`config.mk`:
```
export PLATFORM = sky130hd
export DESIGN_NAME = trace_capture_flat
export DESIGN_NICKNAME = d
export VERILOG_FILES = /design/src/rtl/trace_capture_if.sv /design/src/rtl/trace_capture.sv /design/src/flat_wrapper.sv
export SDC_FILE = /design/constraint.sdc
export NUM_CORES = 1
export LEC_CHECK = 0
export ABC_AREA = 0
export CAP_MARGIN = 25
export CORE_UTILIZATION = 25
export DETAILED_ROUTE_END_ITERATION = 7
export PLACE_DENSITY = 0.51
export SLEW_MARGIN = 20
export SYNTH_ARGS = -nofsm -noshare
export SYNTH_HDL_FRONTEND = slang
export SYNTH_SLANG_ARGS = --single-unit
```
`constraint.sdc`:
```
create_clock -name Clk -period 29.7 [get_ports Clk]
set_input_delay 5.94 -clock Clk [delete_from_list [all_inputs] [get_ports Clk]]
set_output_delay 5.94 -clock Clk [all_outputs]
set_load 0.01 [all_outputs]
```
`src/rtl/trace_capture_if.sv`:
```
// Fetch-side and trace-read signals of trace_capture, bundled for the processor
// (master) and the trace unit (slave).
interface trace_capture_if #(
  parameter int IR_W  = 16,
  parameter int PC_W  = 7,
  parameter int DEPTH = 16,
  parameter int CYC_W = 32
);
  localparam int CNT_W = $clog2(DEPTH) + 1;

  logic             Arm;
  logic             Fetch;
  logic [PC_W-1:0]  PC_In;
  logic [IR_W-1:0]  IR_In;
  logic             Rd_Ready;
  logic             Rd_Valid;
  logic [PC_W-1:0]  Rd_PC;
  logic [IR_W-1:0]  Rd_IR;
  logic [CNT_W-1:0] Count;
  logic [CYC_W-1:0] Cycles;
  logic             Busy;
  logic             Halted;
  logic             Overflow;

  modport master (
    output Arm, Fetch, PC_In, IR_In, Rd_Ready,
    input  Rd_Valid, Rd_PC, Rd_IR, Count, Cycles, Busy, Halted, Overflow
  );

  modport slave (
    input  Arm, Fetch, PC_In, IR_In, Rd_Ready,
    output Rd_Valid, Rd_PC, Rd_IR, Count, Cycles, Busy, Halted, Overflow
  );
endinterface

```
`src/rtl/trace_capture.sv`:
```
// Run-control and instruction-trace unit: circular (PC, IR) capture buffer,
// hardware halt detection, saturating cycle counter and valid/ready trace read port.
module trace_capture #(
  parameter int              IR_W    = 16,
  parameter int              PC_W    = 7,
  parameter int              DEPTH   = 16,
  parameter logic [IR_W-1:0] HALT_IR = IR_W'(16'h5000),
  parameter bit              WRAP    = 1'b0,
  parameter int              CYC_W   = 32
) (
  input logic            Clk,
  input logic            Reset,
  trace_capture_if.slave tif
);

  localparam int AW = $clog2(DEPTH);
  localparam int CW = AW + 1;
  localparam int EW = PC_W + IR_W;

  typedef enum logic [1:0] {IDLE, CAPTURE, STOPPED} state_t;

  state_t          state_q, state_d;
  logic [AW-1:0]   wr_ptr_q, wr_ptr_d;
  logic [AW-1:0]   rd_ptr_q, rd_ptr_d;
  logic [CW-1:0]   count_q, count_d;
  logic [CYC_W-1:0] cycles_q, cycles_d;
  logic            halted_q, halted_d;
  logic            ovf_q, ovf_d;
  logic [EW-1:0]   mem_q [DEPTH];

  logic            full;
  logic            pop;
  logic            wr_en;
  logic            overwrite;

  always_comb begin
    state_d   = state_q;
    wr_ptr_d  = wr_ptr_q;
    rd_ptr_d  = rd_ptr_q;
    count_d   = count_q;
    cycles_d  = cycles_q;
    halted_d  = halted_q;
    ovf_d     = ovf_q;
    wr_en     = 1'b0;
    overwrite = 1'b0;
    full      = (count_q == CW'(DEPTH));
    pop       = tif.Rd_Ready && (count_q != '0);

    if (tif.Arm) begin
      state_d  = CAPTURE;
      wr_ptr_d = '0;
      rd_ptr_d = '0;
      count_d  = '0;
      cycles_d = '0;
      halted_d = 1'b0;
      ovf_d    = 1'b0;
    end else begin
      if (state_q == CAPTURE && cycles_q != '1) cycles_d = cycles_q + 1'b1;

      if (state_q == CAPTURE && tif.Fetch) begin
        // A same-cycle pop frees a slot, so a full buffer can still accept the push.
        if (!full || pop) begin
          wr_en = 1'b1;
        end else if (WRAP) begin
          wr_en     = 1'b1;
          overwrite = 1'b1;
          ovf_d     = 1'b1;
        end else begin
          ovf_d = 1'b1;
        end
        if (tif.IR_In == HALT_IR) begin
          halted_d = 1'b1;
          state_d  = STOPPED;
        end
      end

      if (pop || overwrite) rd_ptr_d = rd_ptr_q + 1'b1;
      if (wr_en) wr_ptr_d = wr_ptr_q + 1'b1;
      if (wr_en && !pop && !full) count_d = count_q + 1'b1;
      else if (pop && !wr_en)     count_d = count_q - 1'b1;
    end
  end

  always_ff @(posedge Clk or posedge Reset) begin
    if (Reset) begin
      state_q  <= IDLE;
      wr_ptr_q <= '0;
      rd_ptr_q <= '0;
      count_q  <= '0;
      cycles_q <= '0;
      halted_q <= 1'b0;
      ovf_q    <= 1'b0;
    end else begin
      state_q  <= state_d;
      wr_ptr_q <= wr_ptr_d;
      rd_ptr_q <= rd_ptr_d;
      count_q  <= count_d;
      cycles_q <= cycles_d;
      halted_q <= halted_d;
      ovf_q    <= ovf_d;
    end
  end

  // Storage is cleared by reset so the read port shows zeros before the first capture.
  always_ff @(posedge Clk or posedge Reset) begin
    if (Reset) begin
      for (int i = 0; i < DEPTH; i++) mem_q[i] <= '0;
    end else if (wr_en) begin
      mem_q[wr_ptr_q] <= {tif.PC_In, tif.IR_In};
    end
  end

  assign tif.Rd_Valid = (count_q != '0);
  assign tif.Rd_PC    = mem_q[rd_ptr_q][EW-1:IR_W];
  assign tif.Rd_IR    = mem_q[rd_ptr_q][IR_W-1:0];
  assign tif.Count    = count_q;
  assign tif.Cycles   = cycles_q;
  assign tif.Busy     = (state_q == CAPTURE);
  assign tif.Halted   = halted_q;
  assign tif.Overflow = ovf_q;

endmodule

```
`src/flat_wrapper.sv`:
```
// flat-port wrapper written by rule: the top's interface ports become plain ports
module trace_capture_flat 
#(
  parameter int              IR_W    = 16,
  parameter int              PC_W    = 7,
  parameter int              DEPTH   = 16,
  parameter logic [IR_W-1:0] HALT_IR = IR_W'(16'h5000),
  parameter bit              WRAP    = 1'b0,
  parameter int              CYC_W   = 32
)
  (Clk, Reset, tif_Arm, tif_Fetch, tif_PC_In, tif_IR_In, tif_Rd_Ready, tif_Rd_Valid, tif_Rd_PC, tif_Rd_IR, tif_Count, tif_Cycles, tif_Busy, tif_Halted, tif_Overflow);
  trace_capture_if #(.IR_W(IR_W), .PC_W(PC_W), .DEPTH(DEPTH), .CYC_W(CYC_W)) tif_i ();
  input logic Clk;
  input logic Reset;
  input wire logic [$bits(tif_i.Arm)-1:0] tif_Arm;
  input wire logic [$bits(tif_i.Fetch)-1:0] tif_Fetch;
  input wire logic [$bits(tif_i.PC_In)-1:0] tif_PC_In;
  input wire logic [$bits(tif_i.IR_In)-1:0] tif_IR_In;
  input wire logic [$bits(tif_i.Rd_Ready)-1:0] tif_Rd_Ready;
  output wire logic [$bits(tif_i.Rd_Valid)-1:0] tif_Rd_Valid;
  output wire logic [$bits(tif_i.Rd_PC)-1:0] tif_Rd_PC;
  output wire logic [$bits(tif_i.Rd_IR)-1:0] tif_Rd_IR;
  output wire logic [$bits(tif_i.Count)-1:0] tif_Count;
  output wire logic [$bits(tif_i.Cycles)-1:0] tif_Cycles;
  output wire logic [$bits(tif_i.Busy)-1:0] tif_Busy;
  output wire logic [$bits(tif_i.Halted)-1:0] tif_Halted;
  output wire logic [$bits(tif_i.Overflow)-1:0] tif_Overflow;
  assign tif_i.Arm = tif_Arm;
  assign tif_i.Fetch = tif_Fetch;
  assign tif_i.PC_In = tif_PC_In;
  assign tif_i.IR_In = tif_IR_In;
  assign tif_i.Rd_Ready = tif_Rd_Ready;
  assign tif_Rd_Valid = tif_i.Rd_Valid;
  assign tif_Rd_PC = tif_i.Rd_PC;
  assign tif_Rd_IR = tif_i.Rd_IR;
  assign tif_Count = tif_i.Count;
  assign tif_Cycles = tif_i.Cycles;
  assign tif_Busy = tif_i.Busy;
  assign tif_Halted = tif_i.Halted;
  assign tif_Overflow = tif_i.Overflow;
  trace_capture #(.IR_W(IR_W), .PC_W(PC_W), .DEPTH(DEPTH), .HALT_IR(HALT_IR), .WRAP(WRAP), .CYC_W(CYC_W)) u_core (.Clk(Clk), .Reset(Reset), .tif(tif_i));
endmodule
```
==> After elaboration in Yosys (flattened, before gate mapping) <==
Index checks and enable logic that the tools add are counted.
{ "totals": {"register_bits": 417, "in_bits": 28, "out_inout_bits": 64, "word_cells": 86} }
{ "classes": {"n_addsub": 5, "magnitude_cmp": 3, "n_eq_ne": 5, "mux": 28, "bitwise": 2, "reduce_logical": 20} }
{ "ops": {"columns": ["cell", "n"], "rows": [
  ["$bwmux 368", 1],
  ["$bmux 23 s4", 1],
  ["$demux 23 s4", 1],
  ["$mux 23", 3],
  ["$mux 32", 2],
  ["$add 32x1->32 const B", 1],
  ["$ne 32x32->1 const B", 1],
  ["$eq 16x15->1 const B", 1],
  ["$mux 4", 4],
  ["$mux 5", 3],
  ["$ge 5x5->1 const B", 2],
  ["$mux 1", 10],
  ["$not 4->5", 2],
  ["$reduce_bool 2->1", 5],
  ["$add 4x1->4 const B", 2],
  ["$logic_and 1x1->1", 7],
  ["$mux 2", 3],
  ["$add 5x1->5 const B", 1],
  ["$eq 5x5->1 const B", 1],
  ["$lt 5x1->1 const B", 1],
  ["$reduce_bool 5->1", 1],
  ["$sub 5x1->5 const B", 1],
  ["$reduce_and 2->1", 2],
  ["$logic_not 1->1", 3],
  ["other kinds (4)", 4]
]} }

==> Longest topological paths before layout <==
Gate-level depths: netlist of the first run.
{ "depth": {"depth_word": 11, "ltp_mapped": 10} }

==> Least setup slack after synthesis of the first run <==
OpenSTA, ideal clock, no wires.
{ "synth_timing": {"path_type": "reg-to-output", "start": "register u_core.rd_ptr_q[0]", "end": "output port tif_Rd_IR[0]", "arrival_time_ns": 2.059, "required_time_ns": 23.760, "path_slack_ns": 21.701, "stages_incl_launch_ff": 6, "n_path_buf": 3, "path_cell_list": "dfrtp_1 clkbuf_1 buf_2 buf_2 mux4_2 mux4_2"} }
{ "synth_between": {"elab_chain_cells": 4} }
{ "synth_lines": {"columns": ["item", "line_no", "text"], "rows": [
  ["start, declared", "trace_capture.sv:24", "logic [AW-1:0] rd_ptr_q, rd_ptr_d;"],
  ["start signal, assigned", "trace_capture.sv:96", "rd_ptr_q <= rd_ptr_d;"],
  ["$not 4->5 (implied by the code)", "trace_capture.sv:115", "assign tif.Rd_IR = mem_q[rd_ptr_q][IR_W-1:0];"],
  ["$bmux 23 s4", "trace_capture.sv:115", null],
  ["$mux 23 (2 in a row)", null, null],
  ["end, declared", "flat_wrapper.sv:22", "output wire logic [$bits(tif_i.Rd_IR)-1:0] tif_Rd_IR;"]
]} }
No other way between the ends. The select of a mux whose other input is x is not followed.

==> Worst setup path after layout of the first run <==
{ "layout_timing": {"start": "register u_core.rd_ptr_q[1]", "end": "output port tif_Rd_IR[11]"} }
The elaborated chain is that of the path after synthesis.

==> out/metrics.cfg, run 1 <==
[run_status]
status=complete, no violations

[synthesis]
ys_ff_latch=416
synthesis.nets=1294
synthTopCellsByArea=dfrtp_1 54%, mux2_2 20%, mux4_2 13%
synth_edf_count=0
synth_top_area_cell=dfrtp_1
synthArstFlopShare_pct=100
yosys_warnings=0
postSynthAreaPerCell_um2=15.3
synth.top_cell.area_share_pct=54.1
synth-main-ff-cell=dfrtp_1
seq_area_frac_synth_pct=54.1
synth_area_mm2=0.0192
yosysMostFrequentCell=dfrtp_1
synth_cell_types=52
synth_commonest_cells=416 x dfrtp_1, 348 x mux2_2, 115 x mux4_2, 48 x clkbuf_1, 34 x buf_2
syn_inst=1255

[setup_path]
worst_path_dominant_cell_family=buffers and inverters
cp_common_cell=mux4_2
crit_slowest_cell=dfrtp_4
worstPathCellList=buf_4 -> mux4_2 -> mux4_2 -> clkdlybuf4s50_1
worstPathRequired_ns=23.76
rr_endpoint=u_core.mem_q[140]
crit_arrival_ns=4.12
ff2ff_path_depth=6
worst-setup-path-type=reg2out
critical_path.max_stage_delay_ns=1.07
critPathMaxFanout=54
crit_path_end_kind=primary output
worst_setup_path_start_kind=flop
critical_path_buf_inv_count=2
regToRegSetupSlack_ns=26.64
worstReg2RegStart=u_core.tif.Count[0]

[routing]
drtIter0Drc=677
met3RoutedLength_um=1720
postRouteAntennaNets=0
route.met2.wl_um=25100
viasPerCell=4.70
highest_layer=met4
vias=11300
routed_wl_um=50800
drcViolationCount=0
dr.pass1.iters=5
wl_met1_um=22400
wire_per_inst_um=21.2

[floorplan]
start_util_pct=25.3
dieWidth_um=279
fp.dieH_um=279
num_io_pins=92
fp-row-count=101
coreArea_mm2=0.0761
dieArea_mm2=0.0781

[power]
ir_drop_mv=0.0481
power_mw=1.60
power_density_mw_per_mm2=69.8
leakagePower_nw=10.1

[grt]
track_usage_pct=13.3
grt_pass1_vias=12400
antenna_found_initial=0
grt_max_degree=178
grt_pass1_wl_um=78600
gr-total-overflow=0

[cts]
htree_num_levels=2
post-cts-setup-buffers=0
ctsHoldBuffers=0
tritoncts=yes
clock_latency_ns=0.61
clock_path_buffers=3
cts-root-buf=clkbuf_16
cts_buffers=49
clkSinkCount=416
clkTransAtPathRegs_ns=0.06
cts_resized=0

[timing]
hold_violations=0
rsz0062_at_grt=no
slew_violations=0
fin_crit_ns=10.06
finalCritPeriodShare_pct=33.9
setup_viol=0
fmax_mhz=99.4
setup_tns_ns=0
tightest_slew_ns=1.07
skew_ns=0.0248
maxSlewHeadroom_pct=28.4

[flow_run]
cap_violations=0

[final_layout]
antenna_cells=0
drive_above_1_share_pct=43.1
area_growth_pct=19.2
nets=1366

[place]
port_buffers=91
hpwl_um=29600
gp_congestion=0.739

[hold_path]
whs_path_depth=1
holdCritPathClass=reg2reg
whs_endpoint=u_core.mem_q[180]
hp-start=u_core.mem_q[180]

[worst max path at each step]
stage	from	end	slack [ns]	cells past startpoint
global route	u_core.rd_ptr_q[0]	tif_Rd_IR[6]	19.44	5
finish	u_core.rd_ptr_q[1]	tif_Rd_IR[11]	19.64	4
floorplan	Reset	u_core.mem_q[0]	12.18	1
detailed placement	u_core.rd_ptr_q[0]	tif_Rd_IR[6]	20.19	5
global placement	u_core.rd_ptr_q[0]	tif_Rd_IR[6]	19.99	4
CTS	u_core.rd_ptr_q[0]	tif_Rd_IR[6]	19.51	5
[power breakdown]
group          switching [mW]  total (mW)  internal (mW)
Combinational           0.128       0.313          0.184
Sequential             0.0570       0.682          0.625
Clock                   0.256       0.606          0.350
[layout make-up]
cell class	instances	area, µm²
clock buffer	76	1460
multi-input combinational	730	8390
tap	1030	1290
clock inverter	16	166
timing repair buffer	117	1160
sequential	416	10400
fill	7665	53100
inverter	13	56.3
[cells by family after synthesis]
family | synth area share [%]
adder cells (fa/ha/maj) | 0.754
multiplexers | 35.4
flip-flops | 54.1
buffers and inverters | 2.54
AND/OR/NAND/NOR | 4.39
AO/OA/AOI/OAI | 2.17
XOR/XNOR | 0.682
[per-layer routing]
| metal | vias to the layer above | global-route usage (%) |
|---|---|---|
| li1 | 4877 | - |
| met1 | 6105 | 17.3 |
| met2 | 199 | 22.4 |
| met3 | 82 | 2.32 |
| met4 | 0 | 4.65 |
| met5 | - | 0 |
[cells in the final DEF (no fill, tap or decap), types with 11 or more instances in the layout]
cell / count
mux2_2: 348
clkbuf_1: 14
clkdlybuf4s50_1: 90
nand4_1: 15
buf_4: 22
mux2_1: 25
mux4_2: 115
clkbuf_8: 13
nand2_1: 29
nor2_1: 26
nand3_1: 11
a21oi_1: 30
o21ai_0: 11
or3_1: 12
inv_1: 11
dfrtp_1: 413
clkbuf_16: 49
[sequential cells by signal (all words and copies together) (netlist names)]
name / count
u_core.mem_q: 368
u_core.rd_ptr_q: 4
u_core.state_q: 1
u_core.tif.Count: 5
u_core.tif.Cycles: 32
u_core.tif.Halted: 1
u_core.tif.Overflow: 1
u_core.wr_ptr_q: 4
[per-stage QoR]
step                      utilization, %  hold slack [ns]  cell area [µm²]  setup WS (ns)  instances
after global placement              27.9            0.465            21300          19.99       2304
after global routing                30.2            0.508            22900          19.44       2398
after detailed placement            28.0            0.475            21300          20.19       2306
final                               30.2            0.487            22900          19.64       2398
after CTS                           30.1            0.489            22900          19.51       2398
after floorplan                        -            0.453            19200          12.18       1255
Note: power is estimated with default switching activity, not from simulation.
==> run 2, diff against run 1 <==
clock period = 10.4 ns   (was 29.7 ns; I/O delays follow)
==> out/metrics.cfg, run 2 (same netlist as run 1, synthesis figures left out) <==
[routing]
viasPerCell=4.66
routed_wl_um=49900
vias=11100
drcViolationCount=0
postRouteAntennaNets=0
wire_per_inst_um=20.9
dr.pass1.iters=4
drtIter0Drc=590

[setup_path]
crit_slowest_cell=dfrtp_4
worstPathRequired_ns=8.32
crit_path_end_kind=primary output
worst_setup_path_start_kind=flop
cp_common_cell=mux4_2
worst-setup-path-type=reg2out
worstPathCellList=buf_4 -> mux4_2 -> mux4_2 -> clkdlybuf4s50_1
critPathMaxFanout=56
critical_path.max_stage_delay_ns=0.88
crit_arrival_ns=4.04

[cts]
tritoncts=yes
clock_latency_ns=0.61
cts_buffers=47
cts_resized=0
clock_path_buffers=3
post-cts-setup-buffers=0
clkTransAtPathRegs_ns=0.06
htree_num_levels=2
clkSinkCount=416
cts-root-buf=clkbuf_16
ctsHoldBuffers=0

[grt]
grt_pass1_wl_um=77300
antenna_found_initial=0
gr-total-overflow=0
grt_max_degree=148
track_usage_pct=13.0
grt_pass1_vias=12100

[place]
hpwl_um=28800
dpl-instance-area_mm2=0.0213
port_buffers=91
gp_congestion=0.744
placedCellCount=2308
pre_cts_slack_ns=4.83

[power]
leakagePower_nw=10.1
swShare_pct=26.6
p_seq_share_pct=42.3
clockPowerShare_pct=37.7
ir_drop_mv=0.130
power.net_switching_mw=1.21
combPwrFrac_pct=20.0
power.internal_mw=3.34
power_density_mw_per_mm2=198

[floorplan]
fp.dieH_um=279
fp-row-count=101
start_util_pct=25.3
dieArea_mm2=0.0781
dieWidth_um=279
num_io_pins=92
coreArea_mm2=0.0761

[final_layout]
nets=1366
finalInstanceArea_mm2=0.0229
drive_above_1_share_pct=43.0
antenna_cells=0
final_core_util_pct=30.1
largest_reg_flops=368
layout_common_cells=413 x dfrtp_1, 348 x mux2_2, 115 x mux4_2
area_growth_pct=19.0
finalNonFillerCells=2390
final_common_cell=dfrtp_1
regMostFlops=u_core.mem_q

[run_status]
status=complete, no violations

[timing]
setup_viol=0
finalWorstSetupSlack_ns=4.28
slew_violations=0
skew_ns=0.0333
fin_crit_ns=6.12
maxSlewHeadroom_pct=33.1
tightest_slew_ns=1.00
rsz0062_at_grt=no
hold_violations=0
fmax_mhz=164
setup_tns_ns=0
finalCritPeriodShare_pct=58.8

[hold_path]
holdCritPathClass=reg2reg

[flow_run]
cap_violations=0

[run 2: cell types whose count changed in the layout (fill, tap and decap cells not counted), moves of 2 or more]
cell	previous run	this run
clkinv_16	0	2
clkbuf_16	49	47
buf_16	2	0
buf_4	22	25
clkinv_2	7	2
inv_16	3	0
clkbuf_1	14	10
clkbuf_8	13	17
bufinv_16	1	3
clkinv_4	2	0
[run 2: worst max-delay path, delay by kind of cell, from the launching register on]
kind,cells,cell delay [ns]
buffers and inverters,2,1.38
flip-flops,1,0.88
multiplexers,2,1.14
[run 2: power groups by stage]
stage / registers, mW / clock network, mW / logic (mW)
after floorplan: 1.89 / 0 / 0.647
after global placement: 1.95 / 0 / 0.918
after detailed placement: 1.95 / 0 / 0.929
after CTS: 1.93 / 1.78 / 0.932
after global routing: 1.95 / 1.84 / 0.988
final: 1.92 / 1.71 / 0.908
[run 2: path summary, 6_finish.rpt]
kind,from,to,slack (ns),cells past startpoint
max in group asynchronous,Reset,u_core.mem_q[131],6.94,4
max reg2reg,u_core.tif.Count[1],u_core.tif.Count[4],7.43,8
min,u_core.mem_q[163],u_core.mem_q[163],0.49,1
min reg2reg,u_core.mem_q[163],u_core.mem_q[163],0.49,1
min in group asynchronous,Reset,u_core.tif.Cycles[10],1.99,3
max,u_core.rd_ptr_q[1],tif_Rd_PC[5],4.28,4
[run 2: through the flow]
step	hold slack [ns]	power (mW)
after floorplan	0.453	2.53
after CTS	0.487	4.64
after detailed placement	0.473	2.88
final	0.487	4.55
after global routing	0.510	4.78
after global placement	0.465	2.86
[run 2: final cells by class]
type,instances,area (µm²)
Fill cell,7620,53200
Sequential cell,416,10400
Multi-Input combinational cell,730,8390
Clock buffer,74,1450
Tap cell,1030,1290
Timing Repair Buffer,119,1140
Clock inverter,8,176
Inverter,13,52.6
[run 2: per-layer routing]
metal	global-route usage (%)	routed length, µm
met1	17.0	22300
met2	21.9	24600
met3	2.20	1660
met4	4.34	1390
met5	0	0
==> variant 1, RTL diff (settings of run 2) <==
`PC_W` is set to 7 in 3 places; all go to 6.
--- a/src/rtl/trace_capture_if.sv
+++ b/src/rtl/trace_capture_if.sv
@@ -4,3 +4,3 @@
   parameter int IR_W  = 16,
-  parameter int PC_W  = 7,
+  parameter int PC_W  = 6,
   parameter int DEPTH = 16,
--- a/src/rtl/trace_capture.sv
+++ b/src/rtl/trace_capture.sv
@@ -4,3 +4,3 @@
   parameter int              IR_W    = 16,
-  parameter int              PC_W    = 7,
+  parameter int              PC_W    = 6,
   parameter int              DEPTH   = 16,
--- a/src/flat_wrapper.sv
+++ b/src/flat_wrapper.sv
@@ -4,3 +4,3 @@
   parameter int              IR_W    = 16,
-  parameter int              PC_W    = 7,
+  parameter int              PC_W    = 6,
   parameter int              DEPTH   = 16,
Interface: changed (resized tif_PC_In and tif_Rd_PC); port bits go from 92 to 90. The function was not compared with the original's and may differ.
==> variant 1 against run 2 <==
Sequential cell count shrank 16. Count of clock-buffer cells in the layout shrank 7. Combinational power shrank 5.6%. Fmax grew 2.7%. Global-route usage is essentially flat. Hold slack gained 0.0052 ns. Final area shrank 3.2%. Synthesized area shrank 2.6%. Synthesized cell count shrank 2.9%. Non-clock buffer count grew 1. Power shrank 3.2%. Die area shrank 2.6%. Worst setup slack gained 0.16 ns. Wire length shrank 3.5%. Largest cell class unchanged.
==> variant 1: results (changes against run 2) <==
worst_setup_path:
  path_max_fanout: 32  # -43%
  arrival_ns: 3.88  # -0.16 ns
  worstReg2RegStart: "u_core.tif.Halted"
  r2r_end: "u_core.mem_q[273]"
final_layout:
  fin_nets: 1324  # -3.1%
  drive_above_1_share: 0.444  # +0.0138
  layout.cells.non_filler: 2289  # -4.2%
logic_synthesis:
  synthMuxAreaShare: 0.347  # -0.00702
  synth_cell_types: 53  # +1.9%
  synth_top_cells_by_count: "dfrtp_1 (400), mux2_2 (351), mux4_2 (110)"
  syn_inst: 1218  # -2.9%
  yosys.area_share.adder: 0.00774  # +0.000202
  synth_xor_area_frac: 0.00514  # -0.00169
  synth_compound_area_frac: 0.0239  # +0.00218
clocking:
  clock_latency_ns: 0.58  # -0.03 ns
hold_path:
  min-delay-start: "u_core.mem_q[46]"
global_routing:
  grt_first_pass_wirelength_mm: 75.2  # -2.6%
  grt_pass1_vias: 11700  # -3.5%
  grt_usage: 0.130  # about the same
placement:
  gp_congestion: 0.705  # -5.3%
  dp.final_hpwl_mm: 28.6  # -0.98%
  dp.cells: 2205  # -4.5%
sta:
  maxSlewHeadroom: 0.387  # +0.0558
  finClkSkew_ns: 0.0108  # -0.0225 ns
route:
  vias: 10800  # -2.6%
power:
  leakage_nw: 9.81  # -3.2%
  vdd_drop_max_mv: 0.105  # -19%
outcome:
  status: "completed"
-- variant 1: cell count changes in the layout (fill, tap and decap cells not counted), sizes merged, moves of 7 or more --
cell,change
dfrtp,-16
mux2,-16
clkbuf,-7
nor2,-7
-- variant 1: per-stage QoR --
stage	hold slack (ns)	setup WS (ns)
floorplan	0.453	2.93
global placement	0.476	4.65
detailed placement	0.476	4.64
CTS	0.492	3.99
global route	0.515	4.29
finish	0.492	4.44
-- variant 1: metal layers --
layer  global-route usage  wire length [µm]
met5                    0                 0
met4               0.0353              1110
met3               0.0215              1480
met2                0.215             23400
met1                0.177             22200
-- variant 1: cells by family after synthesis --
| family | after synthesis |
|---|---|
| mux | 467 |
| flops | 400 |
| simple gates | 145 |
| buf+inv | 110 |
| compound gates | 74 |
| xor+xnor | 11 |
| fa+ha+maj | 11 |
-- variant 1: how the worst max path moves through the flow --
stage                             startpoint              end  cells past startpoint
after floorplan                        Reset  u_core.mem_q[0]                      1
after global placement    u_core.rd_ptr_q[0]     tif_Rd_IR[2]                      4
after detailed placement  u_core.rd_ptr_q[0]     tif_Rd_IR[7]                      4
after CTS                 u_core.rd_ptr_q[0]     tif_Rd_IR[7]                      4
after global routing      u_core.rd_ptr_q[1]     tif_Rd_IR[8]                      5
final                     u_core.rd_ptr_q[1]     tif_Rd_IR[8]                      5
-- variant 1: report_power, final --
group / total, W / internal (W) / leakage [nW] / switching, W
clock network: 0.00170 / 0.00102 / 0.768 / 0.000676
logic: 0.000857 / 0.000494 / 3.60 / 0.000362
registers: 0.00185 / 0.00172 / 5.44 / 0.000128
total: 0.00440 / 0.00323 / 9.81 / 0.00117
-- variant 1: critical path, cell delays in order (launching register included) --
cell and delay (ns):
dfrtp_4 0.78, buf_4 0.56, buf_12 0.30, mux4_2 0.55, mux4_2 0.55, clkdlybuf4s50_1 0.52
-- variant 1: area by class of cell --
class                           instances  area [µm²]
Fill cell                            7428       52100
Sequential cell                       400       10000
Multi-Input combinational cell        708        8130
Clock buffer                           67        1380
Tap cell                              969        1210
Timing Repair Buffer                  120        1190
Clock inverter                         15         210
Inverter                               10        41.3
==> variant 2, RTL diff (settings of run 2) <==
Without the edit above. Encoding of `state_t`: now one-hot (3 bits for 3 states).
--- a/src/rtl/trace_capture.sv
+++ b/src/rtl/trace_capture.sv
@@ -19,3 +19,3 @@
 
-  typedef enum logic [1:0] {IDLE, CAPTURE, STOPPED} state_t;
+  typedef enum logic [2:0] {IDLE = 3'b001, CAPTURE = 3'b010, STOPPED = 3'b100} state_t;
 
Formal check against the unedited RTL: same outputs for any inputs over 4 cycles, from zero or initial values and one cycle with Reset high; so few cycles prove little.
==> variant 2 against run 2 <==
Sequential cell count rose by 1. Wire length fell by 1.1%. Global-route usage fell by 0.14 points. Fmax fell by 6.7%. Worst setup slack got worse by 0.44 ns. Power fell by 1.8%. Synthesized area rose by 0.57%. Final area fell by 0.39%. Critical path type unchanged.
==> variant 2: results (changes against run 2) <==
logic_synthesis:
  synth_area_leaders: "dfrtp_1 (54%), mux2_2 (21%), mux4_2 (13%)"
  yosysSeqAreaShare: 0.539  # -0.00168
  synth.net_count: 1299  # +0.39%
  synth_warnings: 0  # unchanged
  synth_cell_types: 50  # -3.8%
  ys_async_sr_fraction: 1.00  # unchanged
  synth_top_cells_by_count: "dfrtp_1 (416), mux2_2 (363), mux4_2 (115)"
  avgSynthCellArea_um2: 15.4  # +0.17%
global_routing:
  grt_max_degree: 160  # +8.1%
  grt_first_pass_wirelength_mm: 76.6  # -0.83%
  met1_usage: 0.171  # +0.00104
  antenna_found_initial: 3  # +3
  grtUsageMet2: 0.213  # -0.00585
  grt_use_met3: 0.0231  # +0.00105
  grt_usage: 0.129  # -0.00144
  grt_pass1_vias: 11900  # -2.1%
placement:
  io_buffers: 91  # unchanged
  dp.final_hpwl_mm: 27.9  # -3.2%
  dp_worst_setup_slack_ns: 4.33  # -0.503 ns
  dp.cells: 2301  # -0.30%
  gp_congestion: 0.753  # +1.2%
  placed_cell_area_um2: 21300  # +0.12%
final_layout:
  largest_register_ffs: 368  # unchanged
  top_register: "u_core.mem_q"
  fin_nets: 1360  # -0.44%
  num-fill-cells: 7675  # +0.72%
  regArea_um2: 10400  # +0.26%
  drive_above_1_share: 0.440  # +0.0103
route:
  wl_met2_mm: 24.2  # -1.7%
  top_layer: "met5"
  routed-wl-met3_mm: 1.89  # +14%
  via_per_inst: 4.65  # about the same
  vias: 11100  # -0.42%
  wl_met1_mm: 22.0  # -1.2%
  drt_iter0_drc: 650  # +10%
  first_pass_iters: 4  # unchanged
  wl_mm: 49.4  # -1.1%
sta:
  maxSlewHeadroom: 0.294  # -0.0364
  finClkSkew_ns: 0.0156  # -0.0177 ns
power:
  leakage_nw: 10.1  # -0.36%
  power.density_nw_per_um2: 196  # -1.4%
  swShare: 0.271  # +0.00537
  share_comb_of_total_power: 0.206  # +0.006
  p_seq_frac: 0.436  # +0.013
  vdd_drop_max_mv: 0.104  # -20%
clocking:
  cts_buffer_depth: 3  # unchanged
  cts_inserted_buffers: 46  # -2.1%
  clock_tree.root_cell: "clkbuf_16"
  clock_latency_ns: 0.58  # -0.03 ns
  ctsResizeCount: 0  # unchanged
worst_setup_path:
  path_max_fanout: 43  # -23%
  arrival_ns: 4.48  # +0.44 ns
  worstReg2RegStart: "u_core.tif.Halted"
  crit_path_start: "u_core.rd_ptr_q[0]"
hold_path:
  min-delay-start: "u_core.mem_q[22]"
outcome:
  status: "completed"
## variant 2: changes by cell type after synthesis, moves of 6 or more
cell	before	now
o21ai_0	11	18
mux2_1	25	11
a21oi_1	30	23
and3_1	7	1
nor2_1	26	38
clkbuf_1	48	41
buf_2	34	41
mux2_2	348	363
## variant 2: worst max-delay path, stage by stage (launching register included)
cell             delay (ns)
dfrtp_4                0.81
buf_4                  0.55
buf_4                  0.80
mux4_2                 0.60
mux4_2                 0.54
clkdlybuf4s50_1        0.51
## variant 2: logic make-up (layout without fill, tap and decap cells)
| group | Yosys count | after routing | share of synthesized area |
|---|---|---|---|
| AO/OA/AOI/OAI | 56 | 56 | 0.0168 |
| XOR/XNOR | 20 | 20 | 0.00905 |
| adder cells (fa/ha/maj) | 11 | 11 | 0.00750 |
| buffers and inverters | 105 | 196 | 0.0248 |
| flip-flops | 417 | 417 | 0.539 |
| multiplexers | 491 | 491 | 0.352 |
| AND/OR/NAND/NOR | 160 | 160 | 0.0504 |
## variant 2: path summary, 6_finish.rpt
check	to	slack (ns)	cells past startpoint
min	u_core.mem_q[22]	0.49	1
max in group asynchronous	u_core.mem_q[125]	6.77	5
min reg2reg	u_core.mem_q[22]	0.49	1
min in group asynchronous	u_core.tif.Cycles[12]	1.93	3
max	tif_Rd_IR[13]	3.84	5
max reg2reg	u_core.mem_q[177]	6.93	4
## variant 2: cell type report
| cell class | instances | area share |
|---|---|---|
| tap | 1030 | 0.0565 |
| sequential | 417 | 0.458 |
| inverter | 8 | 0.00148 |
| multi-input combinational | 738 | 0.372 |
| clock buffer | 63 | 0.0572 |
| clock inverter | 15 | 0.00713 |
| timing repair buffer | 110 | 0.0485 |
